## config.mk

```make
export PLATFORM = sky130hd
export DESIGN_NAME = store_sequencer
export DESIGN_NICKNAME = d
export VERILOG_FILES = /design/src/rtl/cpu_mem_pkg.sv /design/src/rtl/mem_wait_counter.sv /design/src/rtl/store_sequencer.sv
export SDC_FILE = /design/constraint.sdc
export NUM_CORES = 1
export LEC_CHECK = 0
export ABC_AREA = 1
export CAP_MARGIN = 20
export CORE_MARGIN = 4
export CORE_UTILIZATION = 35
export DETAILED_ROUTE_END_ITERATION = 10
export GPL_ROUTABILITY_DRIVEN = 0
export PLACE_DENSITY = 0.75
export SLEW_MARGIN = 20
export SYNTH_ARGS = -nofsm -noshare
export SYNTH_HDL_FRONTEND = slang
export SYNTH_SLANG_ARGS = --single-unit
```

## constraint.sdc

```tcl
create_clock -name clk -period 1.2 [get_ports clk]
set_input_delay 0.18 -clock clk [delete_from_list [all_inputs] [get_ports clk]]
set_output_delay 0.18 -clock clk [all_outputs]
set_load 0.02 [all_outputs]
```

## src/rtl/cpu_mem_pkg.sv

```systemverilog
// Shared size encodings and store FSM states for the merge, load-size and store stages.
package cpu_mem_pkg;

  localparam logic [1:0] SS_NONE = 2'b00;
  localparam logic [1:0] SS_WORD = 2'b01;
  localparam logic [1:0] SS_HALF = 2'b10;
  localparam logic [1:0] SS_BYTE = 2'b11;

  typedef enum logic [2:0] {
    ST_IDLE  = 3'd0,
    ST_READ  = 3'd1,
    ST_MERGE = 3'd2,
    ST_WRITE = 3'd3,
    ST_DONE  = 3'd4
  } st_e;

  // Half needs addr[0]=0, word needs addr[1:0]=00; bytes are always aligned.
  function automatic logic misaligned(input logic [1:0] sz, input logic [1:0] a_lo);
    return ((sz == SS_HALF) && a_lo[0]) || ((sz == SS_WORD) && (a_lo != 2'b00));
  endfunction

endpackage

```

## src/rtl/mem_wait_counter.sv

```systemverilog
// Loadable 3-bit down-counter; last flags the final wait cycle (count == 1).
module mem_wait_counter (
  input  logic       clk,
  input  logic       reset,
  input  logic       load,
  input  logic [2:0] load_val,
  input  logic       en,
  output logic       last
);

  logic [2:0] count;

  always_ff @(posedge clk) begin
    if (reset)                    count <= 3'd0;
    else if (load)                count <= load_val;
    else if (en && count != 3'd0) count <= count - 3'd1;
  end

  assign last = (count == 3'd1);

endmodule

```

## src/rtl/store_sequencer.sv

```systemverilog
// Multicycle store controller: read-modify-write for sb/sh, direct write for sw.
// Optional STORE_ALIGN_CHECK_EN: misaligned stores finish at once with align_err.
module store_sequencer
  import cpu_mem_pkg::*;
#(
  parameter int MEM_LAT = 1,
  parameter int ADDR_W  = 32
) (
  input  logic              clk,
  input  logic              reset,
  input  logic              start,
  input  logic [1:0]        size,
  input  logic [ADDR_W-1:0] addr,
  input  logic [31:0]       mem_rdata,
  input  logic [31:0]       merged_data,
  output logic [ADDR_W-1:0] mem_addr,
  output logic              mem_wr,
  output logic [31:0]       mem_wdata,
  output logic [31:0]       mdr_q,
  output logic [1:0]        ss_ctrl,
  output logic              busy,
  output logic              done,
  output logic              align_err
);

  localparam logic [2:0] LAT = 3'(MEM_LAT);

  st_e  state;
  logic accept;
  logic mis;
  logic last;

`ifdef STORE_ALIGN_CHECK_EN
  assign mis = misaligned(size, addr[1:0]);
`else
  assign mis = 1'b0;
`endif

  assign accept = (state == ST_IDLE) && start;
  assign busy   = (state != ST_IDLE);

  mem_wait_counter u_wait (
    .clk      (clk),
    .reset    (reset),
    .load     (accept),
    .load_val (LAT),
    .en       (state == ST_READ),
    .last     (last)
  );

  always_ff @(posedge clk) begin
    if (reset) begin
      state     <= ST_IDLE;
      mem_wr    <= 1'b0;
      done      <= 1'b0;
      align_err <= 1'b0;
      mdr_q     <= 32'd0;
      mem_wdata <= 32'd0;
      mem_addr  <= '0;
      ss_ctrl   <= SS_WORD;
    end else begin
      mem_wr    <= 1'b0;
      done      <= 1'b0;
      align_err <= 1'b0;
      case (state)
        ST_IDLE: if (start) begin
          mem_addr <= addr;
          ss_ctrl  <= size;
          if (size == SS_NONE || mis) begin
            state     <= ST_DONE;
            done      <= 1'b1;
            align_err <= mis;
          end else if (size == SS_WORD) begin
            state <= ST_MERGE;
          end else begin
            state <= ST_READ;
          end
        end
        ST_READ: if (last) begin
          mdr_q <= mem_rdata;
          state <= ST_MERGE;
        end
        // mdr_q and ss_ctrl are stable here, so merged_data has settled.
        ST_MERGE: begin
          mem_wdata <= merged_data;
          mem_wr    <= 1'b1;
          state     <= ST_WRITE;
        end
        ST_WRITE: begin
          done  <= 1'b1;
          state <= ST_DONE;
        end
        ST_DONE:  state <= ST_IDLE;
        default:  state <= ST_IDLE;
      endcase
    end
  end

endmodule

```

==> results of run 1 <==
[layout by cell type, fill, tap and decap left out, types with 15 or more instances in the layout]
cell type / instances
a21oi_2: 36
buf_2: 59
buf_4: 15
clkdlybuf4s15_2: 34
clkdlybuf4s50_1: 100
dfxtp_1: 99
nand2_1: 42
nand2_4: 32
nor2_1: 120
o21ai_2: 45
[where the power goes]
| part | internal, W | total (W) | leakage, nW | switching, W |
|---|---|---|---|---|
| sequential | 0.00396 | 0.00423 | 0.868 | 0.000269 |
| clock | 0.000961 | 0.00216 | 0.0893 | 0.00120 |
| combinational | 0.00197 | 0.00414 | 2.07 | 0.00217 |
| total | 0.00689 | 0.0105 | 3.02 | 0.00363 |
[cells by family after synthesis]
family | count (synthesis) | synth area share, %
simple gates | 228 | 23.4
buf+inv | 44 | 6.71
compound gates | 104 | 13.6
fa+ha+maj | 3 | 0.973
other cells | 1 | 0.0972
flops | 106 | 55.0
xor+xnor | 1 | 0.227
[path summary, 6_finish.rpt]
kind,startpoint,endpoint,depth (start not counted)
max,state[2],mem_wdata[29],8
min,merged_data[13],mem_wdata[13],3
max reg2reg,state[2],mem_wdata[29],8
min reg2reg,mem_addr[15],mem_addr[15],2
[per-stage QoR]
step | setup slack (ns) | TNS (ns) | instance area (sq um) | hold WS [ns] | power (W)
CTS | -0.0909 | -5.06 | 6880 | 0.341 | 0.00995
finish | -0.152 | -9.19 | 7170 | 0.380 | 0.0105
global placement | -0.184 | -12.54 | 6040 | 0.453 | 0.00717
global route | -0.210 | -16.32 | 7170 | 0.369 | 0.0110
floorplan | 0.00945 | 0 | 3860 | 0.315 | 0.00578
detailed placement | -0.264 | -17.37 | 6040 | 0.457 | 0.00726
[worst register-to-register path, delay by kind of cell, from the launching register on]
kind / cells / cell delay, ns
flip-flops: 1 / 0.37
buffers and inverters: 4 / 0.48
AND/OR/NAND/NOR: 3 / 0.38
AO/OA/AOI/OAI: 1 / 0.06
[state kept, by name (all words and copies together), names as in the netlist]
register and count:
mdr_q 32, mem_addr 32, state 3, u_wait.count 3, ss_ctrl 2, done 1
mem_wr 1, mem_wdata 32
[routing by layer]
metal  wire, um  track usage [%]  part of all wire, %  vias up
li1           -                -                    -     2011
met1       5600             23.9                   40     1942
met2       7160             33.4                   51      120
met3        972             5.78                  7.0       20
met4        233             6.41                  1.7        0
met5          0                0                    0        -
[repair_timing]
action | CTS | global route
setup endpoints to repair | 201 | 158
setup buffers | 8 | 3
pin swaps | 9 | 61
cloned | 7 | 6
gates resized for setup | 408 | 240
hold buffers | 0 | 0
[area by class of cell]
class / count / area, sq um / share of cell area (%)
clock inverter: 5 / 55.1 / 0.768
clock buffer: 11 / 131 / 1.83
timing repair buffer: 247 / 2460 / 34.3
sequential: 106 / 2140 / 29.8
multi-input combinational: 337 / 2140 / 29.8
tap: 140 / 175 / 2.44
inverter: 13 / 73.8 / 1.03
==> impl_metrics.py, run 1 <==
metrics = {
    "power": {
        "cellPowerDensity_mw_per_mm2": 1470,
        "peakVddDrop_mv": 0.717,
        "p_leak_nw": 3.02,
    },
    "grt": {
        "grt_overflow_total": 0,
        "grt_pass1_vias": 3987,
        "grt_antenna_before_repair": 0,
        "grt_max_degree": 52,
        "grt_usage_pct": 19.6,
        "grt_pass1_wl_um": 20400,
    },
    "logic_synthesis": {
        "synth-edff-count": 0,
        "synthTopCellsByArea": "dfxtp_1, nor2_1, o21ai_0",
        "yosys-top-cells-count": "nor2_1, dfxtp_1, nand2_1",
        "ys_seq_elements": 106,
        "ys_dominant_reg_cell": "dfxtp_1",
        "syn_avg_cell_area_sq_um": 7.92,
        "synthesis.instances": 487,
        "synthDistinctLibCells": 25,
        "synth_top_cell_by_area": "dfxtp_1",
        "synthMostInstantiatedCell": "nor2_1",
        "synth_top_area_share_pct": 55.0,
        "ys_async_sr_fraction_pct": 0,
        "ys_seq_area_share_pct": 55.0,
        "netlist_area_sq_mm": 0.00386,
        "syn-num-nets": 591,
        "yosys_warnings": 0,
    },
    "worst_setup_path": {
        "worstPathCellList": "nor2_4 > buf_6 > inv_4 > nor2_4 > buf_12 > clkbuf_16 > o21ai_1 > nor2_1",
        "end_kind": "flop",
        "reg2reg_slack_ns": -0.15,
        "cp.required_ns": 1.50,
        "critPathKind": "reg2reg",
        "startpoint_type": "flop",
        "worstPathMaxFanout": 7,
        "crit_buf_inv": 4,
        "worstPathArrival_ns": 1.65,
        "max_stage_delay_ns": 0.37,
        "slowest_stage": "dfxtp_4",
        "critPathTopFamily": "buffers and inverters",
        "crit_top_cell": "nor2_4",
    },
    "clock_tree": {
        "clockBufferDepth": 2,
        "cts_made_buffers": 9,
        "tritoncts": "built",
        "clk_pin_slew_ns": 0.10,
        "cts_max_level": 3,
        "cts_root_buf": "clkbuf_8",
        "clock_latency_ns": 0.36,
        "cts_sinks": 106,
    },
    "routing": {
        "avgRoutedWirePerCell_um": 16.3,
        "drc": 0,
        "drt_iter0_drc": 244,
        "num_vias": 4093,
        "drt-total-wl_um": 14000,
        "first_pass_iters": 4,
        "viasPerCell": 4.76,
        "drtAntennaViolNets": 0,
    },
    "layout": {
        "n_fill_cell": 859,
        "finish.utilization_pct": 66.4,
        "stdcell_count": 859,
        "area_growth_pct": 85.8,
        "diodes": 0,
        "final_nets": 818,
        "drive_gt1_share_pct": 44.6,
    },
    "place": {
        "dp_cells": 819,
        "portBuffers": 201,
        "hpwl_um": 8320,
    },
    "sta": {
        "fin_crit_sh_pct": 113,
        "skew_ns": 0.0106,
        "setup_violations": 102,
        "rsz0062_at_grt": "true",
        "period_needed_ns": 1.35,
        "final_hold_viol_count": 0,
        "fmax_ghz": 0.739,
        "layout_setup_ws_ns": -0.152,
        "slew_viol_final": 0,
    },
    "floorplan": {
        "dieArea_sq_mm": 0.0128,
        "design.core.area_sq_mm": 0.0108,
        "die_width_um": 113,
        "initial_utilization_pct": 35.8,
        "ios": 203,
        "die_y_um": 113,
        "row_count": 38,
    },
    "hold_path": {
        "holdCritPathClass": "in2reg",
    },
    "job": {
        "drv_cap": 0,
    },
    "status": {
        "outcome": "complete, but fails checks",
        "violations": "negative setup slack",
    },
}
Power figures use the tool's default switching activity.
==> run 2: changes to the inputs <==
--- a/config.mk
+++ b/config.mk
@@ -7,6 +7,7 @@
 export LEC_CHECK = 0
 export ABC_AREA = 1
 export CAP_MARGIN = 20
+export CORE_ASPECT_RATIO = 0.7
 export CORE_MARGIN = 4
 export CORE_UTILIZATION = 35
 export DETAILED_ROUTE_END_ITERATION = 10
==> run 2 against run 1 <==
The flow still finishes with violations (negative setup slack); non-clock buffer count is 5 higher; die area is 0.21% higher; cell count grew 1.5%; critical path depth did not move; count of clock-buffer cells in the layout decreased by 1; wire length grew 2.3%; sequential cell count is the same; critical endpoint is now mem_addr[31]; largest cell class unchanged; largest power group unchanged.
==> impl_metrics.py, run 2 (synthesized netlist as in run 1, its figures left out) <==
metrics = {
    "worst_setup_path": {
        "worstPathArrival_ns": 1.57,
        "max_stage_delay_ns": 0.37,
        "end_kind": "flop",
        "startpoint_type": "flop",
        "critPathKind": "reg2reg",
        "cp.required_ns": 1.43,
        "worstPathMaxFanout": 6,
        "worstRegToRegCells": 8,
        "slowest_stage": "dfxtp_4",
        "reg2reg_slack_ns": -0.14,
        "worstPathCellList": "nor2_4 > buf_6 > buf_6 > nand3_4 > buf_6 > clkbuf_16 > nand2_2 > a21oi_2",
        "r2r-end": "mem_addr[31]",
        "cp-startpoint": "state[2]",
        "crit_top_cell": "buf_6",
        "r2r_start": "state[2]",
    },
    "floorplan": {
        "initial_utilization_pct": 36.6,
        "design.core.area_sq_mm": 0.0106,
        "die_y_um": 95.9,
        "ios": 203,
        "die_width_um": 134,
        "row_count": 31,
        "dieArea_sq_mm": 0.0128,
    },
    "sta": {
        "skew_ns": 0.00697,
        "setup_violations": 102,
        "fmax_ghz": 0.746,
        "final_hold_viol_count": 0,
        "slew_viol_final": 0,
        "fin_crit_sh_pct": 112,
        "period_needed_ns": 1.34,
        "layout_setup_ws_ns": -0.141,
        "rsz0062_at_grt": "true",
    },
    "place": {
        "portBuffers": 201,
        "pre_cts_ws_ns": -0.255,
        "hpwl_um": 8800,
    },
    "grt": {
        "grt_antenna_before_repair": 0,
        "grt_pass1_vias": 4027,
        "grt_usage_pct": 20.2,
        "grt_overflow_total": 0,
        "grt_pass1_wl_um": 20500,
        "grt_max_degree": 48,
    },
    "routing": {
        "viasPerCell": 4.80,
        "drc": 0,
        "drt-total-wl_um": 14300,
        "first_pass_iters": 6,
        "drtAntennaViolNets": 0,
        "avgRoutedWirePerCell_um": 16.4,
        "num_vias": 4183,
        "drt_iter0_drc": 120,
    },
    "layout": {
        "diodes": 0,
        "area_growth_pct": 88.1,
        "n_fill_cell": 839,
        "finish.utilization_pct": 68.8,
        "drive_gt1_share_pct": 43.9,
        "layout_common_cells": "dfxtp_1, clkdlybuf4s50_1, nor2_1",
        "final_nets": 824,
        "reg_top3": "mdr_q (32), mem_addr (32), mem_wdata (32)",
    },
    "hold_path": {
        "holdCritPathClass": "in2reg",
        "whs_endpoint": "mem_addr[23]",
        "hp-start": "addr[23]",
        "min_path_cells": 3,
    },
    "power": {
        "total_power_w": 0.0115,
        "p_leak_nw": 3.06,
        "peakVddDrop_mv": 0.949,
        "cellPowerDensity_mw_per_mm2": 1580,
    },
    "clock_tree": {
        "cts_made_buffers": 9,
        "clockBufferDepth": 2,
        "cts_hold_repair.buffers": 0,
        "cts_sinks": 106,
        "tritoncts": "built",
        "clock_latency_ns": 0.34,
        "cts_max_level": 3,
        "cts_root_buf": "clkbuf_16",
        "clk_pin_slew_ns": 0.07,
    },
    "status": {
        "violations": "negative setup slack",
        "outcome": "complete, but fails checks",
    },
    "job": {
        "drv_cap": 0,
    },
}
-- run 2: worst max path at each step --
stage | endpoint | slack [ns]
finish | mem_addr[31] | -0.14
global route | mem_addr[31] | -0.20
floorplan | mdr_q[10] | 0.009
CTS | mdr_q[11] | -0.21
global placement | mem_wdata[29] | -0.19
detailed placement | mem_wdata[31] | -0.26
-- run 2: metal layers --
layer / vias up / global-route usage (%) / routed length (um)
met5: - / 0 / 0
met4: 0 / 6.34 / 241
met3: 18 / 8.52 / 1200
met2: 153 / 33.7 / 6790
met1: 1973 / 24.0 / 6050
li1: 2039 / - / -
-- run 2: final cells by class --
cell class / instances / area [sq um] / area share [%]
repair inverters: 1 / 16.3 / 0.224
flip-flops and latches: 106 / 2130 / 29.4
repair buffers: 252 / 2430 / 33.4
inverters: 13 / 85.1 / 1.17
clock buffers: 10 / 239 / 3.29
clock inverters: 5 / 87.6 / 1.21
multi-input cells: 337 / 2090 / 28.7
well taps: 148 / 185 / 2.55
-- run 2: what timing repair did --
action                     4_1_cts  5_1_grt
gates resized for setup        360      257
setup endpoints to repair      194      174
pin swaps                       33       55
setup buffers                   17        2
cloned                          10        5
-- run 2: critical path, delay by kind of cell (launching register included) --
family / cells / cell delay [ns]
buffers and inverters: 4 / 0.53
DFF: 1 / 0.37
AOI/OAI and AO/OA: 1 / 0.05
and+or+nand+nor: 3 / 0.27
-- run 2: power breakdown --
group          leakage (nW)  switching (W)  internal, W
combinational          2.03        0.00212      0.00185
sequential            0.868       0.000317      0.00396
clock                 0.157        0.00132      0.00189
total                  3.06        0.00376      0.00770
-- run 2: per-stage QoR --
step / hold WS (ns) / setup TNS, ns / std cells / cell area, sq um
finish: 0.395 / -7.94 / 872 / 7260
global route: 0.387 / -14.75 / 872 / 7260
CTS: 0.372 / -11.93 / 873 / 7210
detailed placement: 0.457 / -17.10 / 832 / 6140
global placement: 0.452 / -13.24 / 832 / 6140
floorplan: 0.315 / 0 / 487 / 3860
==> run 3: changes to the inputs <==
--- a/config.mk
+++ b/config.mk
@@ -17,3 +17,4 @@
 export SYNTH_ARGS = -nofsm -noshare
 export SYNTH_HDL_FRONTEND = slang
 export SYNTH_SLANG_ARGS = --single-unit
+export TNS_END_PERCENT = 5
==> run 3 against run 2 <==
The flow still finishes with violations (negative setup slack); clock power is essentially flat; critical path depth unchanged; largest power group unchanged; register-to-register slack better by 0.05 ns; first-iteration DRC count rose by 8.3%; sequential share of layout area up 3.1 points; cell count down 1.6%; highest routed layer unchanged; combinational power decreased by 20%; non-clock buffer count down 13; total power shrank 7.6%; via count shrank 5.0%.
==> impl_metrics.py, run 3 (synthesized netlist as in run 1, its figures left out) <==
metrics = {
    "hold_path": {
        "holdCritPathClass": "in2reg",
        "min_path_cells": 3,
        "hp-start": "addr[26]",
        "whs_endpoint": "mem_addr[26]",
    },
    "layout": {
        "area_growth_pct": 70.2,
        "drive_gt1_share_pct": 25.1,
        "final_area_sq_mm": 0.00657,
        "reg_top3": "mdr_q (32), mem_addr (32), mem_wdata (32)",
        "final_common_cell": "nor2_1",
        "multi_input_area_sq_mm": 0.00161,
        "stdcell_count": 858,
        "final-seq-area_sq_mm": 0.00213,
        "layout_common_cells": "nor2_1, dfxtp_1, clkdlybuf4s50_1",
        "diodes": 0,
        "n_fill_cell": 925,
        "final_nets": 810,
    },
    "place": {
        "pre_cts_ws_ns": -0.255,
        "place_area_sq_mm": 0.00614,
        "hpwl_um": 8800,
        "portBuffers": 201,
        "dp_cells": 832,
    },
    "clock_tree": {
        "clock_latency_ns": 0.34,
        "clk_pin_slew_ns": 0.07,
        "cts_hold_repair.buffers": 0,
        "tritoncts": "built",
        "cts_made_buffers": 9,
        "cts_max_level": 3,
        "cts_sinks": 106,
        "clockBufferDepth": 2,
        "cts_root_buf": "clkbuf_16",
    },
    "floorplan": {
        "row_count": 31,
        "die_width_um": 134,
        "ios": 203,
        "design.core.area_sq_mm": 0.0106,
        "die_y_um": 95.9,
        "dieArea_sq_mm": 0.0128,
        "initial_utilization_pct": 36.6,
    },
    "worst_setup_path": {
        "end_kind": "flop",
        "cp.required_ns": 1.48,
        "worstPathArrival_ns": 1.57,
        "r2r_start": "state[0]",
        "worstRegToRegCells": 8,
        "r2r-end": "mem_wdata[25]",
        "critPathKind": "reg2reg",
        "worstPathMaxFanout": 6,
        "startpoint_type": "flop",
        "reg2reg_slack_ns": -0.09,
    },
    "job": {
        "drv_cap": 0,
    },
    "sta": {
        "fin_crit_sh_pct": 108,
        "holdWs_ns": 0.390,
        "setup_tns_ns": -3.67,
        "setup_violations": 73,
        "period_needed_ns": 1.29,
        "skew_ns": 0.00730,
        "rsz0062_at_grt": "true",
        "final_hold_viol_count": 0,
        "fmax_ghz": 0.775,
        "slew_viol_final": 0,
        "layout_setup_ws_ns": -0.0909,
    },
    "routing": {
        "drt-total-wl_um": 12600,
        "viasPerCell": 4.63,
        "drtAntennaViolNets": 0,
        "drc": 0,
        "avgRoutedWirePerCell_um": 14.7,
        "first_pass_iters": 5,
        "num_vias": 3972,
        "drt_iter0_drc": 130,
    },
    "grt": {
        "grt_max_degree": 48,
        "grt_pass1_wl_um": 18400,
        "grt_pass1_vias": 3768,
        "grt_overflow_total": 0,
        "grt_antenna_before_repair": 0,
        "grt_usage_pct": 17.9,
    },
    "power": {
        "switchingPower_w": 0.00329,
        "sequentialPowerShare_pct": 39.7,
        "pwr-share-comb_pct": 30.1,
        "clockPowerShare_pct": 30.2,
        "peakVddDrop_mv": 0.926,
        "p_int_w": 0.00729,
        "p_leak_nw": 2.78,
        "sw_frac_of_total_pct": 31.1,
        "cellPowerDensity_mw_per_mm2": 1610,
    },
    "status": {
        "outcome": "complete, but fails checks",
        "violations": "negative setup slack",
    },
}
run 3: cell types whose count changed in the layout (fill, tap and decap cells not counted), sizes merged:
cell | previous run | this run
buf | 68 | 35
clkbuf | 66 | 84
clkdlybuf4s15 | 28 | 29
clkinv | 2 | 1
dlygate4sd2 | 0 | 1
run 3: routing by layer:
layer | vias to the layer above | global-route usage (%) | routed length, um
met5 | - | 0 | 0
met4 | 0 | 5.31 | 160
met3 | 12 | 7.89 | 1130
met2 | 153 | 30.3 | 5940
met1 | 1812 | 20.7 | 5370
li1 | 1995 | - | -
run 3: worst max-delay path by stage:
stage,from,end
after global routing,state[1],mdr_q[25]
after floorplan,u_wait.count[1],mdr_q[10]
after detailed placement,state[2],mem_wdata[31]
after global placement,state[2],mem_wdata[29]
final,state[0],mem_wdata[25]
after CTS,state[2],mdr_q[28]
run 3: through the flow:
step                      util [%]  total power, W
after floorplan                  -         0.00578
after global placement        58.2         0.00725
after detailed placement      58.2         0.00733
after CTS                     61.6          0.0104
after global routing          62.3          0.0111
final                         62.3          0.0106
run 3: final cells by class:
| type | instances | share of cell area [%] |
|---|---|---|
| clock buffers | 10 | 3.64 |
| multi-input cells | 337 | 24.6 |
| clock inverters | 5 | 1.33 |
| repair buffers | 239 | 34.1 |
| flip-flops and latches | 106 | 32.5 |
| inverters | 13 | 1.05 |
| well taps | 148 | 2.82 |
run 3: power groups by stage:
| stage | sequential [W] | combinational, W | clock (W) |
|---|---|---|---|
| 5_1_grt | 0.00425 | 0.00345 | 0.00342 |
| 2_1_floorplan | 0.00473 | 0.00105 | 0 |
| 3_3_place_gp | 0.00423 | 0.00303 | 0 |
| 4_1_cts | 0.00418 | 0.00293 | 0.00328 |
| 6_report | 0.00420 | 0.00319 | 0.00320 |
| 3_5_place_dp | 0.00425 | 0.00308 | 0 |
run 3: timing repair:
action | CTS | global route
gates resized for setup | 213 | 167
gates cloned | 0 | 8
buffers inserted | 0 | 3
endpoints found under the setup margin | 194 | 184
pin swaps | 1 | 21
run 3: worst max-delay path, cell delays in order (launching register included):
cell       delay (ns)
dfxtp_4          0.36
nor2_4           0.11
buf_6            0.12
inv_4            0.03
nor2_4           0.13
buf_12           0.15
clkbuf_16        0.14
o21ai_0          0.07
nor2_1           0.10
